File: src/rtl/nes_clk_pkg.sv
// Shared definitions for the NES clock-enable generator.
//   clk_state_e      : sequencer states
//   NES_NTSC_CPU_DIV : master clocks per CPU cycle (NTSC)
//   NES_NTSC_PPU_DIV : master clocks per PPU dot (NTSC)
//   CPU_CYCLES_W     : width of the debug CPU cycle counter
package nes_clk_pkg;

  typedef enum logic [2:0] {
    HOLD,
    WAIT_LOCK,
    STABLE,
    RUN,
    PAUSED,
    STEP
  } clk_state_e;

  localparam int NES_NTSC_CPU_DIV = 12;
  localparam int NES_NTSC_PPU_DIV = 4;
  localparam int CPU_CYCLES_W     = 32;

endpackage

File: src/rtl/nes_sync_bit.sv
// Two-flop synchronizer for a single asynchronous level, reset value 0.
//   clk : destination clock
//   rst : synchronous active-high clear of both stages
//   d   : asynchronous input
//   q   : synchronized output
module nes_sync_bit
  import nes_clk_pkg::*;
(
  input  logic clk,
  input  logic rst,
  input  logic d,
  output logic q
);

  logic meta;

  always_ff @(posedge clk) begin
    if (rst) begin
      meta <= 1'b0;
      q    <= 1'b0;
    end else begin
      meta <= d;
      q    <= meta;
    end
  end

endmodule

File: src/rtl/nes_clk_enable_gen.sv
// NES core reset sequencer and clock-enable generator. Holds the core in
// reset until the PLL lock has been stable, then issues aligned one-clk
// PPU/CPU/APU enables, with pause / single-step control.
//   clk        : PLL output clock
//   rst        : synchronous active-high reset
//   pll_locked : PLL lock (asynchronous, synchronized here)
//   pause      : level, halt at the next CPU cycle boundary
//   step       : pulse, run one CPU cycle while paused
//   sys_rst    : core reset
//   ppu_ce     : PPU dot enable
//   cpu_ce     : CPU cycle enable
//   apu_ce     : APU enable, every second cpu_ce
//   running    : high in RUN and during a step
//   cpu_cycles : cpu_ce count since last sys_rst release
// Build option: define NES_CLK_STEP_EN to implement single-step.
//
// state     | meaning
// HOLD      | minimum reset hold after rst, lock synchronizer held clear
// WAIT_LOCK | core in reset, waiting for lock
// STABLE    | core in reset, counting consecutive locked cycles
// RUN       | core running, enables generated
// PAUSED    | core halted at a CPU cycle boundary, counters frozen
// STEP      | one CPU cycle of RUN, then back to PAUSED
module nes_clk_enable_gen
  import nes_clk_pkg::*;
#(
  parameter int CPU_DIV            = NES_NTSC_CPU_DIV,
  parameter int PPU_DIV            = NES_NTSC_PPU_DIV,
  parameter int LOCK_STABLE_CYCLES = 1024,
  parameter int RESET_HOLD_CYCLES  = 16
) (
  input  logic                    clk,
  input  logic                    rst,
  input  logic                    pll_locked,
  input  logic                    pause,
  input  logic                    step,
  output logic                    sys_rst,
  output logic                    ppu_ce,
  output logic                    cpu_ce,
  output logic                    apu_ce,
  output logic                    running,
  output logic [CPU_CYCLES_W-1:0] cpu_cycles
);

  localparam int PH_W   = (CPU_DIV > 1) ? $clog2(CPU_DIV) : 1;
  localparam int SUB_W  = (PPU_DIV > 1) ? $clog2(PPU_DIV) : 1;
  localparam int HOLD_W = $clog2(RESET_HOLD_CYCLES + 1);
  localparam int STAB_W = $clog2(LOCK_STABLE_CYCLES + 1);

  localparam logic [PH_W-1:0]   PH_LAST   = PH_W'(CPU_DIV - 1);
  localparam logic [SUB_W-1:0]  SUB_LAST  = SUB_W'(PPU_DIV - 1);
  localparam logic [HOLD_W-1:0] HOLD_INIT = HOLD_W'(RESET_HOLD_CYCLES - 1);
  localparam logic [STAB_W-1:0] STAB_LAST = STAB_W'(LOCK_STABLE_CYCLES - 1);

  clk_state_e              state;
  logic [HOLD_W-1:0]       hold_cnt;
  logic [STAB_W-1:0]       stab_cnt;
  logic [PH_W-1:0]         phase;
  logic [SUB_W-1:0]        sub;
  logic                    apu_tog;
  logic [CPU_CYCLES_W-1:0] cycle_cnt;
  logic                    locked;
  logic                    sync_rst;
  logic                    active;
  logic                    tick_cpu;
  logic                    lock_lost;

`ifdef NES_CLK_STEP_EN
  logic step_req;
  assign step_req = step;
`else
  logic step_unused;
  assign step_unused = step;
`endif

  // Clearing the synchronizer during HOLD makes lock qualification always
  // start from freshly sampled lock, never from a value captured before rst.
  assign sync_rst = rst || (state == HOLD);

  nes_sync_bit u_lock_sync (
    .clk (clk),
    .rst (sync_rst),
    .d   (pll_locked),
    .q   (locked)
  );

  assign active     = (state == RUN) || (state == STEP);
  assign tick_cpu   = active && (phase == PH_LAST);
  assign lock_lost  = !locked && (active || (state == PAUSED));
  assign cpu_cycles = cycle_cnt;

  always_ff @(posedge clk) begin
    if (rst) begin
      state     <= HOLD;
      hold_cnt  <= HOLD_INIT;
      stab_cnt  <= '0;
      phase     <= '0;
      sub       <= '0;
      apu_tog   <= 1'b0;
      cycle_cnt <= '0;
      sys_rst   <= 1'b1;
      ppu_ce    <= 1'b0;
      cpu_ce    <= 1'b0;
      apu_ce    <= 1'b0;
      running   <= 1'b0;
    end else begin
      ppu_ce <= 1'b0;
      cpu_ce <= 1'b0;
      apu_ce <= 1'b0;
      if (lock_lost) begin
        state     <= WAIT_LOCK;
        sys_rst   <= 1'b1;
        running   <= 1'b0;
        phase     <= '0;
        sub       <= '0;
        apu_tog   <= 1'b0;
        cycle_cnt <= '0;
      end else begin
        // Enables are registered from the pre-advance counter values, so the
        // first pulse lands PPU_DIV / CPU_DIV clocks after entering RUN.
        if (active) begin
          sub    <= (sub == SUB_LAST) ? '0 : sub + 1'b1;
          phase  <= (phase == PH_LAST) ? '0 : phase + 1'b1;
          ppu_ce <= (sub == SUB_LAST);
          cpu_ce <= (phase == PH_LAST);
          if (phase == PH_LAST) begin
            apu_ce    <= apu_tog;
            apu_tog   <= ~apu_tog;
            cycle_cnt <= cycle_cnt + 1'b1;
          end
        end
        case (state)
          HOLD: begin
            if (hold_cnt == '0) state <= WAIT_LOCK;
            else                hold_cnt <= hold_cnt - 1'b1;
          end
          WAIT_LOCK: begin
            stab_cnt <= '0;
            if (locked) state <= STABLE;
          end
          STABLE: begin
            if (!locked) begin
              state <= WAIT_LOCK;
            end else if (stab_cnt == STAB_LAST) begin
              state   <= RUN;
              sys_rst <= 1'b0;
              running <= 1'b1;
            end else begin
              stab_cnt <= stab_cnt + 1'b1;
            end
          end
          RUN: begin
            if (tick_cpu && pause) begin
              state   <= PAUSED;
              running <= 1'b0;
            end
          end
          PAUSED: begin
            if (!pause) begin
              state   <= RUN;
              running <= 1'b1;
            end
`ifdef NES_CLK_STEP_EN
            else if (step_req) begin
              state   <= STEP;
              running <= 1'b1;
            end
`endif
          end
`ifdef NES_CLK_STEP_EN
          STEP: begin
            if (tick_cpu) begin
              state   <= PAUSED;
              running <= 1'b0;
            end
          end
`endif
          default: begin
            state    <= HOLD;
            hold_cnt <= HOLD_INIT;
            sys_rst  <= 1'b1;
            running  <= 1'b0;
          end
        endcase
      end
    end
  end

endmodule

File: config.mk
export PLATFORM = sky130hd
export DESIGN_NAME = nes_clk_enable_gen
export DESIGN_NICKNAME = d
export VERILOG_FILES = /design/src/rtl/nes_clk_pkg.sv /design/src/rtl/nes_sync_bit.sv /design/src/rtl/nes_clk_enable_gen.sv
export SDC_FILE = /design/constraint.sdc
export NUM_CORES = 1
export LEC_CHECK = 0
export CORE_UTILIZATION = 50
export DETAILED_ROUTE_END_ITERATION = 8
export PLACE_DENSITY = 0.86
export REMOVE_ABC_BUFFERS = 1
export SYNTH_ARGS = -nofsm -noshare
export SYNTH_HDL_FRONTEND = slang
export SYNTH_SLANG_ARGS = --single-unit
File: constraint.sdc
create_clock -name clk -period 5.7 [get_ports clk]
set_clock_uncertainty 0.1 [all_clocks]
set_input_delay 1.14 -clock clk [delete_from_list [all_inputs] [get_ports clk]]
set_output_delay 1.14 -clock clk [all_outputs]
set_load 0.02 [all_outputs]
**Word level (Yosys, flattened, before mapping)**

Cells that the tools add are included.
Widths: inputs -> output; s select.

- Multiplexer cells: 23
- Add/sub/neg operators: 5
- Reductions and logical operators: 23
- Bitwise logic cells: 7
- Eq/ne operators: 22

Operators by type and width:

| cell | count |
|---|---|
| $add 32x1->32 const B | 1 |
| $mux 11 | 2 |
| $pmux 11 s2 | 1 |
| $mux 3 | 6 |
| $pmux 3 s5 | 1 |
| $reduce_and 5->1 | 3 |
| $reduce_or 4->1 | 3 |
| $add 11x1->11 const B | 1 |
| $eq 11x10->1 const B | 1 |
| $pmux 5 s2 | 1 |
| $ne 3x2->1 const B | 3 |
| $ne 2x1->1 const B | 4 |
| $ne 2x2->1 const B | 4 |
| $mux 1 | 7 |
| $not 1->1 | 7 |
| $eq 3x2->1 const B | 2 |
| $eq 3x3->1 const B | 2 |
| $ne 3x3->1 const B | 2 |
| $reduce_and 3->1 | 2 |
| $logic_not 5->1 | 1 |
| $mux 5 | 1 |
| $sub 5x1->5 const B | 1 |
| $add 4x1->4 const B | 1 |
| $eq 4x4->1 const B | 1 |
| 17 further kinds | 22 |

- Bits of input ports: 5
- Word-level logic and storage cells: 95
- Bits in registers: 65

**Depth between registers and ports, before layout**

Gate-level depths: netlist of the first run.

- Depth after elaboration: 7
- Gate-level depth with buffers: 7
- Mapped depth without buffers: 7

**By module**

From an unflattened synthesis of the first run, not the netlist that was laid out.

- Cell total of the unflattened synthesis: 376
- Area, all modules: 3174.3 um^2

Modules (own cells, without submodules):

| module | seq. area each (um^2) | cells each | area each (um^2) | instances |
|---|---|---|---|---|
| nes_clk_enable_gen | 1261.2 | 372 | 3121.7 | 1 |
| nes_sync_bit | 40.0 | 4 | 52.6 | 1 |

**Worst setup path before layout of the first run**

No wires, ideal clock.

- Kind: reg2reg
- Start point: reg cycle_cnt[4], in the netlist cpu_cycles[4]
- End point: reg cycle_cnt[30], in the netlist cpu_cycles[30]
- Arrival: 2.185 ns
- Slack: 3.345 ns
- Clock period less this slack: 2.355 ns
- Library setup time: 0.070 ns
- Required time: 5.530 ns
- Stages on the path, launching flop included: 7
- Buffers on the path: 1
- Path through: dfxtp_1 -> nand4_1 -> or4_1 -> buf_2 -> or3_1 -> or4_1 -> a21oi_1

- Word-level cells in the longest chain between the ends: 1

Ends and longest elaborated chain:

| what | RTL line | text |
|---|---|---|
| start, declared | nes_clk_enable_gen.sv:61 | `logic [CPU_CYCLES_W-1:0] cycle_cnt;` |
| start signal, assigned | nes_clk_enable_gen.sv:129 | `cycle_cnt <= cycle_cnt + 1'b1;` |
| $add 32x1->32 | nes_clk_enable_gen.sv:129 |  |

No other way between the ends.
A chain may end at the register's enable or synchronous reset.

**Worst setup path in the final report of the first run**

- Start point: reg state[2]
- End point: reg cycle_cnt[30], in the netlist cpu_cycles[30]

- Word-level cells in the longest chain between the ends: 5
- Elaborated cells on any way between the ends: 8

Ends and longest elaborated chain:

| what | RTL line | text |
|---|---|---|
| start, declared | nes_clk_enable_gen.sv:55 | `clk_state_e state;` |
| start signal, assigned | nes_clk_enable_gen.sv:94 | `state <= HOLD;` |
| start signal, assigned | nes_clk_enable_gen.sv:111 | `state <= WAIT_LOCK;` |
| start signal, assigned | nes_clk_enable_gen.sv:134 | `if (hold_cnt == '0) state <= WAIT_LOCK;` |
| $eq 3x2->1 / $eq 3x3->1 (equally long branches) | nes_clk_enable_gen.sv:87 | `assign active = (state == RUN) \|\| (state == STEP);` |
| $logic_or 1x1->1 | nes_clk_enable_gen.sv:87 |  |
| $logic_or 1x1->1 | nes_clk_enable_gen.sv:89 | `assign lock_lost = !locked && (active \|\| (state == PAUSED));` |
| $logic_and 1x1->1 | nes_clk_enable_gen.sv:89 |  |
| $reduce_or 2->1 (no source line) | - |  |

Several ways; a longest one is shown, not always the timed one.

==> impl_results.md, run 1 <==
- Mapped Cells: 372
- Io pins: 42
- Die Ht: 80.32 um
- Post-DP HPWL: 4.237 mm
- Min Tclk post-route: 3.084 ns
- P_int: 652.0 uW
- Multi-input logic area: 1637 um2
- Buf/Inv on CP: 0
- Max-Cap Viols: 0
- Count leader, synth: dfxtp_1
- Layout cell share with drive strength beyond 1: 4.401%
- CTS Buffer Depth: 2
- Rows: 28
- Fin crit share: 54.10%
- Clock H-tree levels: 3
- Setup TNS: 0 ns
- # setup viols final: 0
- IO buf count: 40
- Leakage power of the design: 0.001214 uW
- Register area: 1301 um2
- Top cell type's share of synthesized area: 42.43%
- Worst Hold Class: reg -> reg
- First-pass DRT Iterations: 4
- # clock sinks: 65
- CTS Buf Count: 9
- Yosys reg bits: 65
- Slew @ Worst Pin: 0.8219 ns
- Post-synthesis sequential area ratio: 42.43%
- Logic pwr share: 1.9%
- EDFF count, synth: 0
- Yosys warning count: 0
- Vias per cell: 5.550
- Number of diodes: 0
- Critical path's largest stage delay: 0.72 ns
- WHS: 0.3329 ns
- Max Clock Freq: 324.3 MHz
- Wire per inst: 13.15 um
- Area leader, netlist: dfxtp_1
- GP Congestion: 0.7886
- Clock Power Share: 43.3%
- First-pass GRT wire length: 10.82 mm
- Switch Pwr: 182.9 uW
- Net Sw Frac: 21.90%
- Crit path arrival time: 3.24 ns
- CTS Hold Bufs: 0
- Worst slew margin: 45.02%
- Crit Path Category: reg -> reg
- Area grow syn2layout: 19.79%
- Count of final max-slew check failures: 0
- Pin count of the biggest net entering global routing: 43
- Clk Latency, worst-skew pair: 0.33 ns
- Final nets: 415
- Sequential cell fraction of total power: 54.8%
- Final Hold Viols: 0
- Maximum fanout along the worst path: 19
- Post-CTS Resized: 0
- Final ANT Viol Nets: 0
- Crit-path cells: xor2_1 > nand3_1 > or3_1 > or4_1 > a21oi_1
- RSZ-0062 raised after global routing: no
- Number of DRC markers in iteration 0: 125
- Antenna violations before repair: 0
- Max IR drop VDD: 0.0001786 V
- Fill cell count: 518
- Fraction of registers with async set/reset: 0%
- Run status: completed
- CTS Root Cell: clkbuf_8
- Via Count: 2686
- Ys flop type: dfxtp_1
- Fin area: 3674 um2
- Drt drc: 0
- Nature of the critical path startpoint: register
- Synth Cell Area: 3067 um2
- Power per cell area: 227.3 nW/um2
- Vias in the first global route: 2480
- Post-Route Utilization: 62.05%
- Crit path max-delay family: simple AND/OR/NAND/NOR gates
- Clock Pin Slew Worst Setup and Hold Paths: 0.07 ns
- Area post-placement: 3492 um2
- Die W: 80.32 um
- CTS tree: built
- Power consumption: 834.9 uW
- Worst Setup End Kind: register
- Placeable core region: 5921 um2
- Total wire length: 6.366 mm
- GR Util All Layers: 21.38%
- Post-Syn Area per Cell: 8.244 um2
- Commonest cells in the netlist: dfxtp_1 (65), nor2_1 (49), nand2_1 (27), xnor2_1 (26), a21oi_1 (21)
- Area of the die: 6451 um2
- Global route total overflow: 0
- Post-synth cell types: 46
- Slowest cell on crit path: xor2_1
- WP data required: 5.86 ns
- Setup Buffers After CTS: 0
- Initial core utilization: 51.80%
- Synth top area cells: dfxtp_1 (42%), xnor2_1 (7.4%), nor2_1 (6.0%)
[flip-flops by register name, summed over array words and instances (netlist names), 2 cells and up]
| signal | cells |
|---|---|
| stab_cnt | 11 |
| hold_cnt | 5 |
| phase | 4 |
| sub | 2 |
| cpu_cycles | 32 |
| state | 3 |
[worst paths after layout]
kind	to	slack (ns)	cells after the start	from
max	cpu_cycles[30]	2.62	5	state[2]
max reg2reg	cpu_cycles[30]	2.62	5	state[2]
min reg2reg	u_lock_sync.q	0.33	1	u_lock_sync.meta
min	u_lock_sync.q	0.33	1	u_lock_sync.meta
[power groups by stage]
stage	sequential, uW	combinational, uW	clock (uW)
floorplan	468	10.1	0
detailed placement	468	16.2	0
CTS	458	16.3	366
global placement	468	16.0	0
finish	458	16.2	361
global route	458	19.0	383
[worst register-to-register path, cell delays in order (launching register included)]
cell and delay [ns]:
dfxtp_1 0.71, xor2_1 0.72, nand3_1 0.49, or3_1 0.45, or4_1 0.40, a21oi_1 0.15
[cell type report]
cell class,count,area share (%)
clock buffer,13,4.598
clock inverter,2,0.3406
inverter,14,1.431
multi-input combinational,274,44.55
sequential,65,35.42
tap,75,2.554
timing repair buffer,41,11.10
[per-layer routing]
metal	global-route usage (%)	part of all wire (%)
met1	25.82	47
met2	36.32	48
met3	5.455	4.0
met4	8.036	0.96
met5	0	0
[per-stage QoR]
step                      setup slack [ns]  std cells
after detailed placement             2.659        469
after global placement               2.647        469
after floorplan                      3.170        353
after global routing                 2.362        484
final                                2.616        484
after CTS                            2.634        484
[cell families (layout without fill, tap and decap cells)]
logic type | after synthesis | in the layout | share of synthesized area [%]
XOR/XNOR | 38 | 38 | 10.85
AO/OA/AOI/OAI | 51 | 51 | 9.996
multiplexers | 3 | 3 | 0.9792
AND/OR/NAND/NOR | 177 | 177 | 29.50
flip-flops | 65 | 65 | 42.43
buffers and inverters | 33 | 70 | 4.202
adder cells (fa/ha/maj) | 5 | 5 | 2.040
[cell usage in the layout, fill, tap and decap left out, types with 2 or more instances in the layout]
cell type        netlist  final
or4_1                  3      3
xor2_1                12     12
nor4_1                13     13
or2_2                  3      3
a21o_1                 2      2
a21oi_1               21     21
nand4_1               12     12
a31oi_1                2      2
nand2_1               27     27
nor3_1                13     13
mux2i_1                3      3
o21a_1                 3      3
nand3_1               17     17
inv_1                 14     14
clkdlybuf4s50_1        0     40
and3_1                 6      6
and4_1                 2      2
or3_1                  9      9
dfxtp_1               65     65
o21ai_0               12     12
nor2_1                49     49
clkbuf_8               0     12
and2_1                 6      6
xnor2_1               26     26
nand2b_1              10     10
ha_1                   5      5
Power figures use the tool's default switching activity.
==> run 2, diff against run 1 <==
--- a/config.mk
+++ b/config.mk
@@ -5,9 +5,9 @@
 export SDC_FILE = /design/constraint.sdc
 export NUM_CORES = 1
 export LEC_CHECK = 0
-export CORE_UTILIZATION = 50
+export CORE_UTILIZATION = 49
 export DETAILED_ROUTE_END_ITERATION = 8
-export PLACE_DENSITY = 0.86
+export PLACE_DENSITY = 0.87
 export REMOVE_ABC_BUFFERS = 1
 export SYNTH_ARGS = -nofsm -noshare
 export SYNTH_HDL_FRONTEND = slang
==> constraint.sdc (replaced) <==
create_clock -name clk -period 2.8 [get_ports clk]
set_clock_uncertainty 0.1 [all_clocks]
set_input_delay 0.56 -clock clk [delete_from_list [all_inputs] [get_ports clk]]
set_output_delay 0.56 -clock clk [all_outputs]
set_load 0.02 [all_outputs]
==> impl_results.md, run 2 (synthesis gave the netlist of run 1 again) <==
- DR WL met3: 264 um (+3.1%)
- CTS Hold Bufs: 0 (unchanged)
- Final nets: 424 (+2.2%)
- Number of diodes: 0 (unchanged)
- Number of DRC markers in iteration 0: 78 (-38%)
- Layout cell share with drive strength beyond 1: 5.769% (+1.4 points)
- Worst Hold Class: reg -> reg
- Fin area: 3710 um2 (+0.99%)
- CTS tree: built
- Fin crit share: 81.24% (+27 points)
- Commonest non-fill, non-tap cell in the layout: dfxtp_1
- Rows: 28 (unchanged)
- Crit path arrival time: 2.45 ns (-0.79 ns)
- Initial core utilization: 51.19% (-0.61 points)
- Met2 wire len: 3.058 mm (about the same)
- Vias per cell: 5.525 (-0.43%)
- Setup TNS: 0 ns (unchanged)
- Via Count: 2713 (+1.0%)
- CTS Buf Count: 9 (unchanged)
- IO buf count: 40 (unchanged)
- Fin cells: 491 (+1.4%)
- Min Tclk post-route: 2.275 ns (-0.8091 ns)
- Clock H-tree levels: 3 (unchanged)
- Worst slew margin: 51.40% (+6.4 points)
- Final Hold Viols: 0 (unchanged)
- CTS Root Cell: clkbuf_8
- Power per cell area: 437.4 nW/um2 (+92%)
- Max Clock Freq: 439.6 MHz (+36%)
- Area grow syn2layout: 20.97%
- Io pins: 42 (unchanged)
- Die W: 81.11 um (+0.99%)
- Commonest cells after routing, fill and taps aside: dfxtp_1 (65), nor2_1 (49), clkdlybuf4s50_1 (40)
- Largest register FFs: 32 (unchanged)
- Global route total overflow: 0 (unchanged)
- Total wire length: 6.421 mm (+0.86%)
- Count of final max-slew check failures: 0 (unchanged)
- Maximum fanout along the worst path: 6 (-13)
- Crit Path Category: reg -> reg
- Slew @ Worst Pin: 0.7188 ns (-0.1031 ns)
- R2R Setup Slk: 0.53 ns (-2.09 ns)
- Post-CTS Resized: 0 (unchanged)
- Placeable core region: 5991 um2 (+1.2%)
- Max IR drop VDD: 0.0003754 V (+110%)
- Area of the die: 6579 um2 (+2.0%)
- # setup viols final: 0 (unchanged)
- Clock Pin Slew Worst Setup and Hold Paths: 0.06 ns (about the same)
- Area post-placement: 3560 um2 (+1.9%)
- First-pass GRT wire length: 11.03 mm (+1.9%)
- GR Util All Layers: 21.60% (+0.22 points)
- Die Ht: 81.11 um (+0.99%)
- Drt drc: 0 (unchanged)
- Leakage power of the design: 0.001246 uW (+2.6%)
- Final ANT Viol Nets: 0 (unchanged)
- Clk Latency, worst-skew pair: 0.34 ns (about the same)
- Highest Signal Layer: met4
- First-pass DRT Iterations: 4 (unchanged)
- Power consumption: 1623 uW (+94%)
- Setup Buffers After CTS: 0 (unchanged)
- Run status: completed
- GP Congestion: 0.8404 (+6.6%)
- # clock sinks: 65 (unchanged)
- WP data required: 2.98 ns (-2.88 ns)
- M1 WL: 2.974 mm (-0.44%)
- Cells after DPL: 478 (+1.9%)
- Worst Setup End Kind: register
- Nature of the critical path startpoint: register
- Wire per inst: 13.08 um (-0.57%)
- Vias in the first global route: 2512 (+1.3%)
- CTS Buffer Depth: 2 (unchanged)
- Antenna violations before repair: 0 (unchanged)
- Max-Cap Viols: 0 (unchanged)
- Pin count of the biggest net entering global routing: 22 (-49%)
- Post-DP HPWL: 4.468 mm (+5.4%)
- RSZ-0062 raised after global routing: no
run 2: where the power goes:
group / switching (uW) / leakage [uW] / internal (uW)
clock network: 325 / 0.0000782 / 330
registers: 3.42 / 0.000524 / 928
logic: 22.7 / 0.000643 / 14.1
total: 351 / 0.00125 / 1270
run 2: critical path, cell delays in order (launching register included):
cell	delay (ns)
dfxtp_1	0.43
nand4_1	0.16
or4_1	0.57
or3_1	0.41
or4_1	0.40
a21oi_1	0.14
run 2: worst paths after layout:
check | from | to | depth (start not counted)
setup / recovery | cpu_cycles[4] | cpu_cycles[30] | 5
hold / removal | u_lock_sync.meta | u_lock_sync.q | 1
setup reg to reg | cpu_cycles[4] | cpu_cycles[30] | 5
hold reg to reg | u_lock_sync.meta | u_lock_sync.q | 1
run 2: cell type report:
type                            count  area, um2
Multi-Input combinational cell    274       1637
Tap cell                           75      93.84
Inverter                           14      52.55
Sequential cell                    65       1301
Clock buffer                       12      145.1
Fill cell                         515       2281
Timing Repair Buffer               50      475.5
Clock inverter                      1      5.005
run 2: through the flow:
stage / setup WS, ns / utilization (%) / hold slack [ns]
2_1_floorplan: 0.2702 / - / 0.3031
3_3_place_gp: 0.5726 / 59.42 / 0.3153
3_5_place_dp: 0.5403 / 59.42 / 0.3186
4_1_cts: 0.5227 / 61.93 / 0.3346
5_1_grt: 0.4267 / 61.93 / 0.3579
6_report: 0.5254 / 61.93 / 0.3402
run 2: layer usage:
| layer | vias up | GRT usage, % |
|---|---|---|
| li1 | 1386 | - |
| met1 | 1259 | 25.83 |
| met2 | 56 | 36.47 |
| met3 | 12 | 4.719 |
| met4 | 0 | 10.54 |
| met5 | - | 0 |
